## config.mk

```make
export PLATFORM = sky130hd
export DESIGN_NAME = mux4_rr_arbiter
export DESIGN_NICKNAME = d
export VERILOG_FILES = /design/src/rtl/mux4_rr_arbiter.sv
export SDC_FILE = /design/constraint.sdc
export NUM_CORES = 1
export LEC_CHECK = 0
export BUFFER_PORTS_ARGS = -buffer_cell sky130_fd_sc_hd__buf_4
export CAP_MARGIN = 20
export CORE_MARGIN = 3
export CORE_UTILIZATION = 41
export CTS_CLUSTER_SIZE = 28
export DETAILED_ROUTE_END_ITERATION = 10
export GPL_TIMING_DRIVEN = 0
export PLACE_DENSITY = 0.82
export SLEW_MARGIN = 20
export SYNTH_ARGS = -nofsm -noshare
export SYNTH_HDL_FRONTEND = slang
export SYNTH_SLANG_ARGS = --single-unit
```

## constraint.sdc

```tcl
create_clock -name clk -period 2.9 [get_ports clk]
set_clock_uncertainty 0.15 [all_clocks]
set_input_delay 0.29 -clock clk [delete_from_list [all_inputs] [get_ports clk]]
set_output_delay 0.29 -clock clk [all_outputs]
set_load 0.01 [all_outputs]
```

## src/rtl/mux4_rr_arbiter.sv

```systemverilog
// ---------------------------------------------------------------------------
// mux4_rr_arbiter
//
// Four-input round-robin arbiter fused with a 4:1 data mux and a one-word
// output register. Each cycle the highest-priority requesting input, searched
// cyclically from the rotating pointer, is accepted (ack) whenever the output
// register is empty or being drained on the same edge. Sustains one word per
// cycle with no bubble under continuous demand.
//
// Ports
//   clk        : single clock, all state updates on the rising edge
//   rst_n      : synchronous active-low reset
//   req[3:0]   : per-requester valid; req[i] means d<i> holds a word
//   d0..d3     : requester data words (WIDTH bits)
//   ack[3:0]   : combinational one-hot accept; d<i> is captured at this edge
//   out_ready  : downstream ready
//   out_valid  : registered; dout holds a valid word
//   dout       : registered selected word
//   sel[1:0]   : registered index of the requester whose word is in dout
//   gnt[3:0]   : registered one-hot form of sel, 0000 when out_valid=0
// ---------------------------------------------------------------------------
module mux4_rr_arbiter #(
  parameter int WIDTH = 32
) (
  input  logic             clk,
  input  logic             rst_n,
  input  logic [3:0]       req,
  input  logic [WIDTH-1:0] d0,
  input  logic [WIDTH-1:0] d1,
  input  logic [WIDTH-1:0] d2,
  input  logic [WIDTH-1:0] d3,
  output logic [3:0]       ack,
  input  logic             out_ready,
  output logic             out_valid,
  output logic [WIDTH-1:0] dout,
  output logic [1:0]       sel,
  output logic [3:0]       gnt
);

  // The output register is either empty (IDLE) or full (BUSY); out_valid is
  // that single state bit driven straight from the flop.
  typedef enum logic {
    IDLE = 1'b0,
    BUSY = 1'b1
  } state_t;

  state_t           state;
  logic [1:0]       ptr;
  logic [1:0]       win;
  logic [1:0]       idx;
  logic             found;
  logic             load;
  logic [WIDTH-1:0] win_data;

  assign out_valid = (state == BUSY);

  // Cyclic priority search starting at ptr; first requester found wins.
  // NOTE: every variable written here gets a default first, otherwise paths
  // that skip an assignment would infer a latch.
  always_comb begin
    win   = 2'd0;
    idx   = 2'd0;
    found = 1'b0;
    for (int k = 0; k < 4; k++) begin
      idx = ptr + 2'(k);
      if (!found && req[idx]) begin
        win   = idx;
        found = 1'b1;
      end
    end
  end

  // Accept a new word when the output slot is free or drains this edge.
  assign load = rst_n && (req != 4'b0000) && (!out_valid || out_ready);

  always_comb begin
    ack = 4'b0000;
    if (load) ack[win] = 1'b1;
  end

  always_comb begin
    win_data = d0;
    case (win)
      2'd0: win_data = d0;
      2'd1: win_data = d1;
      2'd2: win_data = d2;
      2'd3: win_data = d3;
      default: win_data = d0;
    endcase
  end

  // NOTE: sequential state uses non-blocking assignments so every flop samples
  // the pre-edge values regardless of statement order.
  always_ff @(posedge clk) begin
    if (!rst_n) begin
      // NOTE: the data register is reset too, since a reset must leave dout
      // at zero and discard any held word.
      state <= IDLE;
      dout  <= '0;
      sel   <= 2'd0;
      gnt   <= 4'b0000;
      ptr   <= 2'd0;
    end else if (load) begin
      state <= BUSY;
      dout  <= win_data;
      sel   <= win;
      gnt   <= 4'b0001 << win;
      ptr   <= win + 2'd1;  // 2-bit add wraps 3 -> 0
    end else if (out_valid && out_ready) begin
      // Drained with nothing new to load; dout, sel and ptr keep their values.
      state <= IDLE;
      gnt   <= 4'b0000;
    end
  end

endmodule

```

==> flow_summary_export.csv <==
group,metric,value,unit
logic_synthesis,yosysWarnings,0,
grt,met1_usage,31.7,%
critical_path,regToRegStartpoint,"ptr[1]",
grt,grt_use_total,27.2,%
logic_synthesis,ys_seq_area_share,34.3,%
clock_network,cts_buffer_depth,2,
logic_synthesis,ys_ff_latch,41,
cells_and_area,fillers,487,
logic_synthesis,synth_area_leaders,"dfxtp_1, nand2_1, a22oi_1, o22ai_1, a21oi_1",
cells_and_area,nNetsFinal,641,
floorplanning,row_count,27,
floorplanning,boundaryPins,178,
logic_synthesis,syn_inst,318,
logic_synthesis,syn_avg_cell_area,7.52,µm²
critical_path,endpoint_kind,"output port",
clock_network,numCtsBuffers,5,
logic_synthesis,synth_async_sr_flop_share,0,%
cells_and_area,drive_above_1_share,40.1,%
timing,drv_slew,0,
power_and_ir_drop,power_frac_comb,48.9,%
placement,placed_cell_area,0.00380,mm²
timing,slew_headroom,58.1,%
outcome,status,"finished clean",
routing,firstDrtPassIters,5,
floorplanning,start_util,42.9,%
critical_path,crit_path_cell_trace,"a21boi_0 > o32ai_2 > buf_4 > ha_1 > clkbuf_8 > buf_4 > and3_1 > buf_4",
floorplanning,die_width,82.3,µm
cells_and_area,area_growth,63.4,%
power_and_ir_drop,netSwitchingFraction,37.1,%
critical_path,cpPeakStageDelay,0.44,ns
clock_network,clk_pin_slew,0.08,ns
routing,dr_total_vias,3125,
logic_synthesis,synth_area,0.00239,mm²
timing,fin_crit_sh,95.3,%
power_and_ir_drop,p_int,1360,µW
clock_network,cts_sinks,41,
timing,rsz0062_at_grt,"no",
clock_network,clock-root-buffer,"clkbuf_8",
cells_and_area,final_area,0.00391,mm²
critical_path,critPathKind,"flop to output port",
timing,setup-tns-final,0,ns
logic_synthesis,synth.net_count,458,
grt,grt_max_degree,12,
critical_path,start_kind,"flop",
timing,layout_min_cycle_time,2.76,ns
logic_synthesis,synth_cell_type_count,32,
cells_and_area,seqCellArea,821,µm²
grt,top_usage_layer,"met2",
routing,wl_per_cell,16.6,µm
power_and_ir_drop,vdd_ir_drop_max,0.321,mV
grt,grt_pass1_vias,2959,
critical_path,cp_num_buf_inv,4,
timing,tightest_slew,0.628,ns
logic_synthesis,synth_top_area_share,34.3,%
min_path,hp-class,"primary input to flop",
floorplanning,die_area,0.00678,mm²
critical_path,critical_path.startpoint,"ptr[1]",
logic_synthesis,yosysMostFrequentCell,"nand2_1",
timing,max_freq,362,MHz
logic_synthesis,yosys-top-cells-count,"nand2_1, dfxtp_1, o22ai_1",
clock_network,htree_levels,2,
power_and_ir_drop,p_per_area,553,mW/mm²
grt,grt_antenna_before_repair,0,
routing,first_iter_violations,208,
grt,grt_util_met3,5.86,%
clock_network,cts_tree,"yes",
timing,hold_violations,0,
critical_path,critPathMaxFanout,10,
cells_and_area,antenna_cells,0,
critical_path,crit_arrival,2.32,ns
logic_synthesis,synth_ff_type,"dfxtp_1",
placement,place.gp.congestion,0.802,
grt,overflow,0,
routing,route.detailed.drc,0,
floorplanning,core,0.00557,mm²
power_and_ir_drop,total_power,2160,µW
timing,finalSetupViolations,0,
critical_path,critPathMostFrequentCell,"buf_4",
power_and_ir_drop,p_leak,0.00184,µW
placement,io_buffers,176,
min_path,min-delay-start,"d0[24]",
grt,use_met2,49.3,%
logic_synthesis,synth_edf_count,0,
power_and_ir_drop,seqPwrFrac,33.6,%
flow_run,cap_violations,0,
power_and_ir_drop,p_sw,803,µW
floorplanning,die_h,82.3,µm
critical_path,critPathRequiredTime,2.46,ns
routing,viasPerCell,5.45,
clock_network,clk_latency,0.29,ns
power_and_ir_drop,p_clk_share,17.5,%
logic_synthesis,synth_area_leader_cell,"dfxtp_1",
placement,post-dp-hpwl,7270,µm
routing,drt-total-wl,9520,µm
critical_path,crit_path_top_delay_cell,"dfxtp_1",
critical_path,cp_top_family,"buffers and inverters",
cells_and_area,multi_input_area,0.00139,mm²
grt,grt_first_pass_wirelength,14100,µm
routing,detail-route-antenna-nets,0,
per-layer routing:
metal / wire [µm] / part of all wire [%] / vias up
met3: 849 / 8.9 / 12
met5: 0 / 0 / -
met4: 151 / 1.6 / 0
met1: 3640 / 38 / 1442
met2: 4880 / 51 / 149
li1: - / - / 1522
power by group through the flow:
stage | Combinational [µW] | Clock [µW] | Sequential [µW]
after floorplan | 532 | 0 | 776
after global placement | 1020 | 0 | 731
after detailed placement | 1050 | 0 | 735
after CTS | 1060 | 379 | 724
after global routing | 1160 | 413 | 739
final | 1060 | 379 | 726
final timing paths:
| check | endpoint | slack [ns] | cells after the start |
|---|---|---|---|
| setup / recovery | ack[1] | 0.14 | 8 |
| hold reg to reg | dout[5] | 0.32 | 2 |
| setup reg to reg | dout[29] | 0.17 | 10 |
| hold / removal | dout[24] | 0.16 | 3 |
state kept, by name (all words and copies together) (netlist names):
register / count
dout: 32
gnt: 4
sel: 2
ptr: 2
out_valid: 1
tightest hold or removal path: stages:
cell	delay (ns)
buf_4	0.07
o21ai_0	0.06
o22ai_1	0.13
repair_timing:
| item | in CTS | in global routing |
|---|---|---|
| pin swaps | 1 | 0 |
| resized for setup | 2 | 0 |
| gates cloned | 0 | 0 |
| endpoints found under the setup margin | 4 | 1 |
| hold buffers | 0 | 0 |
| buffers inserted | 1 | 0 |
stage by stage:
step                worst slack, ns  util [%]  hold WS (ns)  std cells
detailed placement           -0.183      68.2         0.310        566
floorplan                     0.547         -         0.340        318
global route                0.00778      70.1         0.163        573
finish                        0.137      70.1         0.158        573
CTS                          0.0595      70.1         0.161        574
global placement             -0.108      68.2         0.305        566
cell usage in the layout, fill, tap and decap left out, drive strengths merged, types with 5 or more instances in the layout:
master  instances
nor2b           5
clkbuf         29
o21ai          36
buf           185
o22ai          35
ha              5
nand2          68
a21oi          32
dfxtp          41
mux2i           5
a22oi          32
area by class of cell:
type | count | area share [%]
Sequential cell | 41 | 21.0
Clock buffer | 7 | 2.21
Multi-Input combinational cell | 242 | 35.6
Tap cell | 72 | 2.31
Timing Repair Buffer | 177 | 34.0
Inverter | 3 | 0.288
Buffer | 31 | 4.55
kinds of logic (layout without fill, tap and decap cells):
kind of cell | Yosys count | after routing | share of synthesized area, %
simple gates | 89 | 89 | 16.5
compound gates | 143 | 143 | 36.4
flops | 41 | 41 | 34.3
buf+inv | 35 | 218 | 8.06
mux | 5 | 5 | 2.09
fa+ha+maj | 5 | 5 | 2.62
Power figures use the tool's default switching activity.
